===== src/rtl/axi_lite_arbiter_pkg.sv =====
// Shared definitions for the two-master AXI-Lite arbiter: FSM encoding,
// grant owner and AXI response codes.
package axi_lite_arbiter_pkg;

  typedef logic [1:0] state_t;

  localparam state_t ST_IDLE = 2'd0;
  localparam state_t ST_RD0  = 2'd1;
  localparam state_t ST_RD1  = 2'd2;
  localparam state_t ST_WR1  = 2'd3;

  typedef enum logic {
    GNT_M0 = 1'b0,
    GNT_M1 = 1'b1
  } grant_e;

  localparam logic [1:0] RESP_OKAY   = 2'b00;
  localparam logic [1:0] RESP_SLVERR = 2'b10;

  // Owner recorded as last_grant when a transaction in state st completes.
  function automatic grant_e owner_of(state_t st);
    return (st == ST_RD0) ? GNT_M0 : GNT_M1;
  endfunction

endpackage


===== src/rtl/axi_lite_arbiter_rr_arb2.sv =====
// Two-way round-robin grant: a lone requester wins, a tie goes to the
// master that was not granted last (last = 1 means M1 was granted last).
module rr_arb2 (
  input  logic [1:0] req,
  input  logic       last,
  output logic [1:0] gnt
);

  always_comb begin
    gnt = req;
    if (req == 2'b11) begin
      gnt = last ? 2'b01 : 2'b10;
    end
  end

endmodule


===== src/rtl/axi_lite_arbiter.sv =====
// Arbitrates the IFU (M0, read-only) and LSU (M1, read/write) AXI-Lite masters
// onto one memory slave port, one whole transaction at a time.
module axi_lite_arbiter
  import axi_lite_arbiter_pkg::*;
#(
  parameter int ADDR_W  = 32,
  parameter int DATA_W  = 32,
  parameter int TIMEOUT = 1024
) (
  input  logic                  clk,
  input  logic                  rst,

  input  logic [ADDR_W-1:0]     m0_araddr,
  input  logic                  m0_arvalid,
  output logic                  m0_arready,
  output logic [DATA_W-1:0]     m0_rdata,
  output logic [1:0]            m0_rresp,
  output logic                  m0_rvalid,
  input  logic                  m0_rready,

  input  logic [ADDR_W-1:0]     m1_araddr,
  input  logic                  m1_arvalid,
  output logic                  m1_arready,
  output logic [DATA_W-1:0]     m1_rdata,
  output logic [1:0]            m1_rresp,
  output logic                  m1_rvalid,
  input  logic                  m1_rready,
  input  logic [ADDR_W-1:0]     m1_awaddr,
  input  logic                  m1_awvalid,
  output logic                  m1_awready,
  input  logic [DATA_W-1:0]     m1_wdata,
  input  logic [DATA_W/8-1:0]   m1_wstrb,
  input  logic                  m1_wvalid,
  output logic                  m1_wready,
  output logic [1:0]            m1_bresp,
  output logic                  m1_bvalid,
  input  logic                  m1_bready,

  output logic [ADDR_W-1:0]     s_araddr,
  output logic                  s_arvalid,
  input  logic                  s_arready,
  input  logic [DATA_W-1:0]     s_rdata,
  input  logic [1:0]            s_rresp,
  input  logic                  s_rvalid,
  output logic                  s_rready,
  output logic [ADDR_W-1:0]     s_awaddr,
  output logic                  s_awvalid,
  input  logic                  s_awready,
  output logic [DATA_W-1:0]     s_wdata,
  output logic [DATA_W/8-1:0]   s_wstrb,
  output logic                  s_wvalid,
  input  logic                  s_wready,
  input  logic [1:0]            s_bresp,
  input  logic                  s_bvalid,
  output logic                  s_bready,

  output logic                  timeout_err
);

  localparam int                CNT_W   = $clog2(TIMEOUT + 1);
  localparam logic [CNT_W-1:0]  TMO_CNT = CNT_W'(TIMEOUT);

  state_t                r_state;
  grant_e                r_last;
  logic [ADDR_W-1:0]     r_addr;
  logic [DATA_W-1:0]     r_wdata;
  logic [DATA_W/8-1:0]   r_wstrb;
  logic                  r_ar_done;
  logic                  r_aw_done;
  logic                  r_w_done;
  logic [CNT_W-1:0]      r_busy;
  logic                  r_timeout;

  logic [1:0]            w_req;
  logic [1:0]            w_gnt;
  logic                  w_last_m1;
  logic                  w_txn_end;

  assign w_req     = {m1_arvalid | (m1_awvalid & m1_wvalid), m0_arvalid};
  assign w_last_m1 = (r_last == GNT_M1);

  rr_arb2 u_rr_arb2 (
    .req  (w_req),
    .last (w_last_m1),
    .gnt  (w_gnt)
  );

  // Slave-facing payload always comes from the holding registers.
  assign s_araddr    = r_addr;
  assign s_awaddr    = r_addr;
  assign s_wdata     = r_wdata;
  assign s_wstrb     = r_wstrb;
  assign m0_rdata    = s_rdata;
  assign m0_rresp    = s_rresp;
  assign m1_rdata    = s_rdata;
  assign m1_rresp    = s_rresp;
  assign m1_bresp    = s_bresp;
  assign timeout_err = r_timeout;

  // A done flag keeps each address/data channel to a single beat per grant.
  always_comb begin
    m0_arready = 1'b0;
    m0_rvalid  = 1'b0;
    m1_arready = 1'b0;
    m1_rvalid  = 1'b0;
    m1_awready = 1'b0;
    m1_wready  = 1'b0;
    m1_bvalid  = 1'b0;
    s_arvalid  = 1'b0;
    s_rready   = 1'b0;
    s_awvalid  = 1'b0;
    s_wvalid   = 1'b0;
    s_bready   = 1'b0;
    case (r_state)
      ST_RD0: begin
        s_arvalid  = m0_arvalid & ~r_ar_done;
        m0_arready = s_arready & ~r_ar_done;
        m0_rvalid  = s_rvalid;
        s_rready   = m0_rready;
      end
      ST_RD1: begin
        s_arvalid  = m1_arvalid & ~r_ar_done;
        m1_arready = s_arready & ~r_ar_done;
        m1_rvalid  = s_rvalid;
        s_rready   = m1_rready;
      end
      ST_WR1: begin
        s_awvalid  = m1_awvalid & ~r_aw_done;
        m1_awready = s_awready & ~r_aw_done;
        s_wvalid   = m1_wvalid & ~r_w_done;
        m1_wready  = s_wready & ~r_w_done;
        m1_bvalid  = s_bvalid;
        s_bready   = m1_bready;
      end
      default: ;
    endcase
  end

  // s_rready / s_bready are only nonzero in the matching state.
  assign w_txn_end = (s_rvalid & s_rready) | (s_bvalid & s_bready);

  always_ff @(posedge clk) begin
    if (!rst) begin
      r_state   <= ST_IDLE;
      r_last    <= GNT_M1;
      r_addr    <= '0;
      r_wdata   <= '0;
      r_wstrb   <= '0;
      r_ar_done <= 1'b0;
      r_aw_done <= 1'b0;
      r_w_done  <= 1'b0;
    end else begin
      case (r_state)
        ST_IDLE: begin
          if (w_gnt[0]) begin
            r_state <= ST_RD0;
            r_addr  <= m0_araddr;
          end else if (w_gnt[1] && m1_arvalid) begin
            r_state <= ST_RD1;
            r_addr  <= m1_araddr;
          end else if (w_gnt[1]) begin
            r_state <= ST_WR1;
            r_addr  <= m1_awaddr;
            r_wdata <= m1_wdata;
            r_wstrb <= m1_wstrb;
          end
        end
        default: begin
          if (s_arvalid && s_arready) r_ar_done <= 1'b1;
          if (s_awvalid && s_awready) r_aw_done <= 1'b1;
          if (s_wvalid && s_wready)   r_w_done  <= 1'b1;
          if (w_txn_end) begin
            r_state   <= ST_IDLE;
            r_last    <= owner_of(r_state);
            r_ar_done <= 1'b0;
            r_aw_done <= 1'b0;
            r_w_done  <= 1'b0;
          end
        end
      endcase
    end
  end

  // Watchdog only observes; it never forces the FSM out of a grant.
  always_ff @(posedge clk) begin
    if (!rst) begin
      r_busy    <= '0;
      r_timeout <= 1'b0;
    end else begin
      if (r_state == ST_IDLE || w_txn_end) begin
        r_busy <= '0;
      end else if (r_busy != TMO_CNT) begin
        r_busy <= r_busy + 1'b1;
      end
      if (r_busy == TMO_CNT) r_timeout <= 1'b1;
    end
  end

endmodule


===== config.mk =====
export PLATFORM = sky130hd
export DESIGN_NAME = axi_lite_arbiter
export DESIGN_NICKNAME = d
export VERILOG_FILES = /design/src/rtl/axi_lite_arbiter_pkg.sv /design/src/rtl/axi_lite_arbiter_rr_arb2.sv /design/src/rtl/axi_lite_arbiter.sv
export SDC_FILE = /design/constraint.sdc
export NUM_CORES = 1
export LEC_CHECK = 0
export BUFFER_PORTS_ARGS = -buffer_cell sky130_fd_sc_hd__buf_2
export CAP_MARGIN = 15
export CELL_PAD_IN_SITES_DETAIL_PLACEMENT = 0
export CELL_PAD_IN_SITES_GLOBAL_PLACEMENT = 2
export CORE_ASPECT_RATIO = 0.6
export CORE_MARGIN = 2
export CORE_UTILIZATION = 18
export DETAILED_ROUTE_END_ITERATION = 10
export GPL_ROUTABILITY_DRIVEN = 0
export PLACE_DENSITY = 0.76
export SLEW_MARGIN = 15
export SYNTH_ARGS = -nofsm -noshare
export SYNTH_HDL_FRONTEND = slang
export SYNTH_SLANG_ARGS = --single-unit

===== constraint.sdc =====
create_clock -name clk -period 1.9 [get_ports clk]
set_clock_uncertainty 0.2 [all_clocks]
set_input_delay 0.19 -clock clk [delete_from_list [all_inputs] [get_ports clk]]
set_output_delay 0.19 -clock clk [all_outputs]
set_load 0.02 [all_outputs]

==> summary.txt, run 1 <==
Clock network
  • Clk sink count: 86
  • Clock latency on the worst-skew pair: 0.36 ns
  • Clock slew at reported path FFs: 0.07 ns
  • H-Tree Depth: 3
  • TritonCTS clock tree: yes
  • Clock root cell: clkbuf_16
  • Max clock buf depth: 2
  • CTS Buf Count: 9

Setup path
  • Critical path peak fanout: 6
  • Crit. End Element: register
  • Crit path kind: register to register
  • CP startpoint kind: register
  • Arr. time, crit path: 2.05 ns
  • WP data required: 1.95 ns

Global routing
  • First-pass GRT wire length: 28,200 µm
  • Total global-route track usage: 0.138
  • Pin count of the biggest net entering global routing: 34
  • Total gr overflow: 0
  • Number of global-route vias before repair: 4,857
  • Initial antenna violation count: 1

Placed design
  • Placed cell area: 5710 µm²
  • IO Port Bufs: 258
  • Dpl hpwl: 12,700 µm

Floorplan
  • Initial Utilization: 0.182
  • Die span in x: 210 µm
  • Die area: 26,800 µm²
  • Core Region: 25,200 µm²
  • Boundary Pins: 365
  • Die Span Y: 128 µm
  • # rows: 45

Routing
  • Final routed DRC violation total: 0
  • ANT nets after route: 0
  • Vias: 5,082
  • Vias per inst: 4.19
  • Final wirelength: 19,700 µm
  • First-pass DRT Iterations: 4
  • Wire per inst: 16.2 µm
  • Initial DRC Count: 166

Synth
  • Synth top cells by count: 108 x nand2_1, 102 x buf_4, 86 x dfxtp_1, 36 x a21oi_1, 33 x o21ai_0
  • Post-synthesis cell count: 560
  • Yosys cell types: 45
  • Dominant synthesized flop cell: dfxtp_1
  • Synthesized Nets: 748
  • Synthesized area per cell: 8.19 µm²
  • Yosys reg bits: 86
  • Leading area contributor after synthesis: dfxtp_1
  • EDFF count, synth: 0
  • Synth async-reset ratio: 0
  • Synth Warn #: 0
  • Largest cells by area after synthesis: dfxtp_1 38%, buf_4 17%, nand2_1 8.8%, a221oi_1 5.9%, a21boi_1 5.1%
  • Most frequent cell after synthesis: nand2_1
  • Register area share after synthesis: 0.375
  • Yosys top cell area share: 0.375
  • Post-Syn Area: 4590 µm²

STA
  • Final worst-path cycle share: 1.06
  • Slew Limit Fails: 0
  • Fmax: 498 MHz
  • Crit path time final: 2.01 ns
  • Slew headroom: 0.726
  • Tightest hold margin: 0.0424 ns
  • Fin. Hold Viols: 0
  • Worst Max-Slew Pin Slew: 0.406 ns
  • Worst setup slack after layout: -0.107 ns
  • RSZ-0062 raised after global routing: yes
  • Final setup vio count: 37
  • Setup TNS: -3.34 ns

Power
  • LEAKAGE: 3.57 nW
  • Maximum VDD drop: 0.394 mV
  • Pwr dens: 705 nW/µm²
  • Pwr Total: 5.72 mW

Finish
  • Final-stage net count: 1,066
  • Post-route cell area: 8120 µm²
  • Area delta synth->final: 77.1%
  • Fraction of layout cells with a size suffix above 1: 0.455

Outcome
  • Outcome: finished with violations
  • Failing checks: negative setup slack

Min path
  • Worst hold path type: primary input to register

Run
  • Max_cap viols: 0
-- cell families after synthesis --
group	share of synthesized area
compound gates	0.221
xor+xnor	0.0153
fa+ha+maj	0.0164
buf+inv	0.208
flops	0.375
mux	0.00655
simple gates	0.158
-- power by group --
part,switching (mW),internal [mW],total (mW)
registers,0.0985,1.93,2.03
clock network,0.816,1.17,1.98
logic,0.902,0.814,1.72
-- what timing repair did --
action	in CTS	in global routing
setup buffers	9	5
resized for setup	24	89
gates cloned	4	7
hold buffers	133	0
pin swaps	6	37
setup endpoints to repair	46	68
hold endpoints to repair	71	0
-- critical path, stage by stage, from the launching register on --
cell       delay [ns]
dfxtp_4          0.36
inv_4            0.07
buf_6            0.10
ha_4             0.14
inv_2            0.04
or4_4            0.55
buf_12           0.17
clkbuf_16        0.16
nand2_4          0.06
a21boi_2         0.04
-- layout by cell type, fill, tap and decap left out, types with 11 or more instances in the layout --
| cell type | count |
|---|---|
| nand2_2 | 22 |
| nor2_1 | 16 |
| nand2_1 | 76 |
| buf_4 | 25 |
| clkbuf_16 | 14 |
| dfxtp_1 | 84 |
| a21boi_1 | 21 |
| dlygate4sd3_1 | 133 |
| a221oi_1 | 21 |
| o21ai_0 | 33 |
| a21boi_2 | 13 |
| buf_6 | 11 |
| a21oi_1 | 36 |
| buf_2 | 253 |
-- path summary, 6_finish.rpt --
kind	to	cells after the start	from	slack, ns
setup / recovery	s_wdata[23]	9	r_state[0]	-0.11
hold / removal	s_araddr[0]	4	m1_araddr[0]	0.04
hold reg to reg	s_wdata[10]	2	s_wdata[10]	0.25
setup reg to reg	s_wdata[23]	9	r_state[0]	-0.11
-- area by class of cell --
| class | instances | area (µm²) |
|---|---|---|
| sequential | 86 | 1730 |
| timing repair buffer | 441 | 3340 |
| clock buffer | 10 | 229 |
| inverter | 9 | 38.8 |
| fill | 2594 | 17000 |
| multi-input combinational | 331 | 2270 |
| tap | 329 | 412 |
| clock inverter | 6 | 93.8 |
| antenna | 1 | 2.50 |
-- routing by layer --
layer	vias up	track usage	share of wire
met4	0	0.0396	0.015
li1	2457	-	-
met5	-	0	0
met1	2369	0.172	0.45
met2	234	0.215	0.45
met3	22	0.0615	0.087
-- flip-flops by register name (all words and copies together), names as in the netlist --
name / count
r_w_done: 1
r_state: 2
r_last: 1
s_wdata: 32
timeout_err: 1
r_busy: 11
s_araddr: 32
s_wstrb: 4
r_ar_done: 1
r_aw_done: 1
-- stage by stage --
step           setup WS (ns)  cells  utilization
2_1_floorplan         0.0168    560            -
3_3_place_gp          0.0286   1039        0.227
3_5_place_dp         -0.0247   1039        0.227
4_1_cts              -0.0948   1200        0.303
5_1_grt               -0.143   1213        0.323
6_report              -0.107   1213        0.323
Note: power is estimated with default switching activity, not from simulation.
==> run 2: changes to the inputs <==
--- a/config.mk
+++ b/config.mk
@@ -9,8 +9,6 @@
 export CAP_MARGIN = 15
 export CELL_PAD_IN_SITES_DETAIL_PLACEMENT = 0
 export CELL_PAD_IN_SITES_GLOBAL_PLACEMENT = 2
-export CORE_ASPECT_RATIO = 0.6
-export CORE_MARGIN = 2
 export CORE_UTILIZATION = 18
 export DETAILED_ROUTE_END_ITERATION = 10
 export GPL_ROUTABILITY_DRIVEN = 0
==> run 2 against run 1 <==
  * The run still ends with negative setup slack left
  * Critical path depth fell by 4
  * Utilization fell by 2.2 points
  * Via count fell by 2.7%
  * Hold slack got worse by 0.0038 ns
  * Sequential share of layout area rose by 1.5 points
  * Setup slack improved by 0.11 ns
  * Final area fell by 6.9%
==> summary.txt, run 2 (synthesis gave the netlist of run 1 again) <==
Outcome
  • Outcome: finished with violations
  • Failing checks: negative setup slack

STA
  • Worst Max-Slew Pin Slew: 0.423 ns (+0.0176 ns)
  • Final setup vio count: 1 (-97%)
  • Slew Limit Fails: 0 (unchanged)
  • Fin. Hold Viols: 0 (unchanged)
  • Fmax: 526 MHz (+5.6%)
  • Tightest hold margin: 0.0386 ns (-0.00376 ns)
  • Crit path time final: 1.90 ns (-0.106 ns)
  • RSZ-0062 raised after global routing: yes
  • Slew headroom: 0.714 (-0.0119)
  • Worst setup slack after layout: -0.00114 ns (+0.106 ns)
  • Final worst-path cycle share: 1.00 (-0.0556)

Routing
  • Vias per inst: 4.13 (-1.3%)
  • ANT nets after route: 0 (unchanged)
  • First-pass DRT Iterations: 5 (+1)
  • Vias: 4,945 (-2.7%)
  • Wire per inst: 13.9 µm (-14%)
  • Final routed DRC violation total: 0 (unchanged)
  • Final wirelength: 16,600 µm (-16%)
  • Initial DRC Count: 244 (+47%)

Setup path
  • Crit-path slowest cell: dfxtp_2
  • Crit path kind: register to primary output
  • CP startpoint kind: register
  • WP data required: 1.51 ns (-0.44 ns)
  • Crit path max-delay family: flip-flops
  • Critical path peak fanout: 4 (-2)
  • CP cell instances: buf_6 -> ha_4 -> mux2i_2 -> nor3b_2 -> buf_4
  • CP bufs+invs: 2 (-3)
  • Crit. End Element: primary output
  • Reg2Reg Depth: 7 (-2)
  • Critical path depth in cells: 5 (-4)
  • Slowest stage delay, CP: 0.33 ns (-0.22 ns)
  • Arr. time, crit path: 1.51 ns (-0.54 ns)

Clock network
  • Max clock buf depth: 2 (unchanged)
  • Clock latency on the worst-skew pair: 0.35 ns (about the same)
  • Clock root cell: clkbuf_16
  • Clock slew at reported path FFs: 0.07 ns (about the same)
  • H-Tree Depth: 3 (unchanged)
  • TritonCTS clock tree: yes
  • CTS Buf Count: 9 (unchanged)
  • Clk sink count: 86 (unchanged)

Finish
  • Fraction of layout cells with a size suffix above 1: 0.383 (-0.0719)
  • Final-stage net count: 1,049 (-1.6%)
  • Area delta synth->final: 64.8%
  • Non-Filler Instances: 1,196 (-1.4%)
  • Post-route cell area: 7560 µm² (-6.9%)
  • Most frequent cells in the layout: 252 x buf_2, 132 x dlygate4sd3_1, 108 x nand2_1
  • Antenna cells: 0 (-1)
  • Commonest non-fill, non-tap cell in the layout: buf_2

Global routing
  • Total global-route track usage: 0.120 (-0.0176)
  • Total gr overflow: 0 (unchanged)
  • Pin count of the biggest net entering global routing: 43 (+26%)
  • Initial antenna violation count: 1 (unchanged)
  • Number of global-route vias before repair: 4,889 (+0.66%)
  • First-pass GRT wire length: 24,600 µm (-13%)

Placed design
  • IO Port Bufs: 258 (unchanged)
  • Placed cell area: 5710 µm² (-0.15%)
  • DP Cell Count: 1,042 (+0.29%)
  • Dpl hpwl: 10,800 µm (-15%)

Power
  • Pwr Total: 5.41 mW (-5.5%)
  • LEAKAGE: 3.34 nW (-6.5%)
  • Switching Fraction: 0.334 (+0.0172)
  • Int Power: 3.60 mW (-7.8%)
  • Sw power: 1.81 mW (-0.36%)
  • Clock share of power: 0.336 (-0.010)
  • Maximum VDD drop: 0.428 mV (+8.8%)
  • Share of power burned in registers: 0.374 (+0.020)
  • Pwr dens: 716 nW/µm² (+1.6%)
  • Combinational power share: 0.290 (-0.010)

Floorplan
  • Die Span Y: 162 µm (+27%)
  • Die span in x: 162 µm (-23%)
  • Core Region: 25,100 µm² (-0.23%)
  • # rows: 58 (+29%)
  • Die area: 26,100 µm² (-2.6%)
  • Initial Utilization: 0.183 (+0.000427)
  • Boundary Pins: 365 (unchanged)

Min path
  • Hold Path Depth: 4 (unchanged)
  • Worst hold path type: primary input to register

Run
  • Max_cap viols: 0 (unchanged)
## run 2: changes by cell type in the layout (fill, tap and decap cells not counted), moves of 8 or more
cell	before	now
a21boi_1	21	30
a21boi_2	13	0
buf_6	11	3
nand2_1	76	108
nand2_2	22	0
nand2_4	10	0
## run 2: tightest hold or removal path, stage by stage
cell     delay, ns
buf_2         0.09
nor2_1        0.11
a211o_1       0.10
a21oi_1       0.05
## run 2: cell type report
type,instances,area [µm²]
well taps,330,413
fillers,2708,17500
multi-input cells,331,2060
inverters,9,33.8
flip-flops and latches,86,1720
clock inverters,7,75.1
clock buffers,9,225
repair buffers,424,3030
## run 2: per-stage QoR
| step | util | setup WS, ns | TNS (ns) |
|---|---|---|---|
| CTS | 0.294 | -0.0426 | -0.0791 |
| detailed placement | 0.227 | 0.0181 | 0 |
| global placement | 0.227 | 0.0546 | 0 |
| finish | 0.301 | -0.00114 | -0.00114 |
| floorplan | - | 0.0168 | 0 |
| global route | 0.301 | -0.0704 | -0.327 |
## run 2: timing repair
action / CTS / global route
hold buffers: 132 / 0
endpoints found under the setup margin: 4 / 53
pin swaps: 2 / 3
cloned: 0 / 3
buffers inserted: 0 / 3
resized for setup: 12 / 18
endpoints found under the hold margin: 71 / 0
## run 2: path summary, 6_finish.rpt
path | from | endpoint | slack [ns]
setup reg to reg | r_state[0] | s_wdata[3] | 0.06
hold / removal | m1_awaddr[29] | s_araddr[29] | 0.04
hold reg to reg | s_wdata[20] | s_wdata[20] | 0.25
setup / recovery | r_state[1] | s_arvalid | -0.001
## run 2: layer usage
layer / up-vias / wire (µm) / GRT usage
met5: - / 13 / 0
met1: 2258 / 7080 / 0.136
met2: 227 / 8020 / 0.203
li1: 2426 / - / -
met3: 32 / 1060 / 0.0352
met4: 2 / 416 / 0.0660
## run 2: power groups by stage
stage          logic (mW)  clock network (mW)  registers, mW
2_1_floorplan       0.888                   0           2.18
3_3_place_gp         1.28                   0           2.06
3_5_place_dp         1.28                   0           2.06
4_1_cts              1.51                1.93           2.03
5_1_grt              1.69                1.99           2.04
6_report             1.57                1.82           2.02
==> run 3: changes to the inputs <==
==> constraint.sdc (replaced) <==
create_clock -name clk -period 1.9 [get_ports clk]
set_clock_uncertainty 0.2 [all_clocks]
set_input_delay 0.38 -clock clk [delete_from_list [all_inputs] [get_ports clk]]
set_output_delay 0.38 -clock clk [all_outputs]
set_load 0.02 [all_outputs]
==> run 3 against run 2 <==
  * Via count shrank 11%
  * Critical path depth is the same
  * Register-to-register slack lost 0.08 ns
  * Largest cell class is now multi-input combinational cells
  * Maximum frequency shrank 7.6%
  * Global-route usage shrank 0.20 points
  * Critical path type unchanged
  * Final area shrank 18%
  * Largest power group unchanged
  * Clock power is essentially flat
  * Critical endpoint unchanged
  * Setup slack lost 0.16 ns
  * The run still ends with negative setup slack left
  * Flip-flop and latch count is the same
  * Hold slack gained 0.011 ns
  * Sequential power is essentially flat
  * Combinational power shrank 15%
==> summary.txt, run 3 (synthesis gave the netlist of run 1 again) <==
Power
  • Switching Fraction: 0.344 (+0.00972)
  • Combinational power share: 0.257 (-0.033)
  • Pwr dens: 839 nW/µm² (+17%)
  • LEAKAGE: 2.75 nW (-18%)
  • Share of power burned in registers: 0.391 (+0.017)
  • Sw power: 1.79 mW (-1.3%)
  • Maximum VDD drop: 0.340 mV (-21%)
  • Clock share of power: 0.353 (+0.017)
  • Int Power: 3.40 mW (-5.5%)

Global routing
  • Total gr overflow: 0 (unchanged)
  • First-pass GRT wire length: 23,400 µm (-4.7%)
  • Initial antenna violation count: 4 (+3)
  • Number of global-route vias before repair: 4,153 (-15%)
  • Total global-route track usage: 0.118 (-0.00204)
  • Pin count of the biggest net entering global routing: 45 (+4.7%)

Run
  • Max_cap viols: 0 (unchanged)

Routing
  • Final wirelength: 16,100 µm (-3.1%)
  • Vias: 4,394 (-11%)
  • Final routed DRC violation total: 0 (unchanged)
  • First-pass DRT Iterations: 4 (-1)
  • Initial DRC Count: 191 (-22%)
  • Vias per inst: 4.14 (+0.16%)
  • ANT nets after route: 0 (unchanged)
  • Wire per inst: 15.2 µm (+9.2%)

STA
  • Final setup vio count: 30 (+29)
  • Fmax: 486 MHz (-7.6%)
  • Tightest hold margin: 0.0500 ns (+0.0114 ns)
  • Slew headroom: 0.721 (+0.00692)
  • Slew Limit Fails: 0 (unchanged)
  • RSZ-0062 raised after global routing: yes
  • Fin. Hold Viols: 0 (unchanged)
  • Worst setup slack after layout: -0.156 ns (-0.155 ns)
  • Final worst-path cycle share: 1.08 (+0.0818)
  • Crit path time final: 2.06 ns (+0.155 ns)
  • Worst Max-Slew Pin Slew: 0.419 ns (-0.00442 ns)

Finish
  • Register area: 1720 µm² (about the same)
  • Non-Filler Instances: 1,061 (-11%)
  • Most frequent cells in the layout: 251 x buf_2, 108 x nand2_1, 84 x dfxtp_1
  • Commonest non-fill, non-tap cell in the layout: buf_2
  • Area delta synth->final: 34.7%
  • Filler cell count in the final layout: 2,844 (+5.0%)
  • Final-stage net count: 913 (-13%)
  • Multi-input logic area: 2050 µm² (-0.43%)
  • Fraction of layout cells with a size suffix above 1: 0.449 (+0.0659)

Floorplan
  • Die Span Y: 162 µm (unchanged)
  • Initial Utilization: 0.183 (unchanged)
  • # rows: 58 (unchanged)
  • Boundary Pins: 365 (unchanged)
  • Die area: 26,100 µm² (unchanged)
  • Die span in x: 162 µm (unchanged)
  • Core Region: 25,100 µm² (unchanged)

Setup path
  • Critical path peak fanout: 3 (-1)
  • Arr. time, crit path: 1.48 ns (-0.03 ns)
  • Crit. End Element: primary output
  • Crit path kind: register to primary output
  • CP startpoint kind: register
  • WP data required: 1.32 ns (-0.19 ns)

Placed design
  • DP Cell Count: 1,037 (-0.48%)
  • Dpl hpwl: 11,600 µm (+7.5%)
  • IO Port Bufs: 258 (unchanged)
  • Post-Place Worst Slack: -0.0604 ns (-0.0785 ns)

Min path
  • Worst hold path type: primary input to register

Clock network
  • Clock root cell: clkbuf_16
  • CTS Buf Count: 9 (unchanged)
  • Max clock buf depth: 2 (unchanged)
  • H-Tree Depth: 3 (unchanged)
  • Hold_buf cts: 0 (-100%)
  • Clock latency on the worst-skew pair: 0.36 ns (about the same)
  • Clock slew at reported path FFs: 0.08 ns (about the same)
  • TritonCTS clock tree: yes
  • Clk sink count: 86 (unchanged)

Outcome
  • Failing checks: negative setup slack
  • Outcome: finished with violations
[run 3: cell types whose count changed in the layout (fill, tap and decap cells not counted), moves of 2 or more]
cell           previous run  this run
a221oi_1                 23        25
buf_4                    27        24
buf_6                     3         5
dlygate4sd3_1           132         0
[run 3: critical path: stages (launching register included)]
cell     delay [ns]
dfxtp_2        0.33
buf_6          0.11
ha_4           0.16
mux2i_2        0.15
nor3b_2        0.19
buf_4          0.17
[run 3: area by class of cell]
cell class,instances,share of cell area
clock buffer,9,0.0364
multi-input combinational,331,0.331
timing repair buffer,288,0.269
clock inverter,7,0.0113
inverter,9,0.00547
sequential,86,0.279
antenna,1,0.000405
tap,330,0.0668
[run 3: what timing repair did]
item,4_1_cts,5_1_grt
setup endpoints to repair,12,56
cloned,0,2
buffers inserted,4,1
gates resized for setup,24,8
pin swaps,2,3
[run 3: per-stage QoR]
stage               instance area, µm²  power (mW)   util  setup TNS [ns]
floorplan                         4600        3.07      -               0
global placement                  5660        3.36  0.225         -0.0436
detailed placement                5660        3.35  0.225         -0.0678
CTS                               6070        5.27  0.242           -1.97
global route                      6180        5.48  0.246           -5.26
finish                            6180        5.19  0.246           -1.36
[run 3: routing by layer]
layer,wire length [µm],GRT usage,up-vias
met3,1350,0.0390,38
met5,47,0,-
met2,7710,0.198,211
met4,391,0.0553,6
met1,6580,0.136,1990
li1,-,-,2149
[run 3: path summary, 6_finish.rpt]
check | startpoint | to | depth (start not counted) | slack, ns
setup / recovery | r_state[1] | s_arvalid | 5 | -0.16
hold / removal | m1_wdata[10] | s_wdata[10] | 3 | 0.05
setup reg to reg | r_state[1] | s_wstrb[1] | 7 | -0.02
hold reg to reg | timeout_err | timeout_err | 2 | 0.25
[run 3: power by group through the flow]
stage	combinational [mW]	sequential [mW]	clock [mW]
detailed placement	1.28	2.07	0
CTS	1.32	2.03	1.92
floorplan	0.889	2.19	0
global placement	1.29	2.07	0
finish	1.33	2.03	1.83
global route	1.45	2.05	1.98
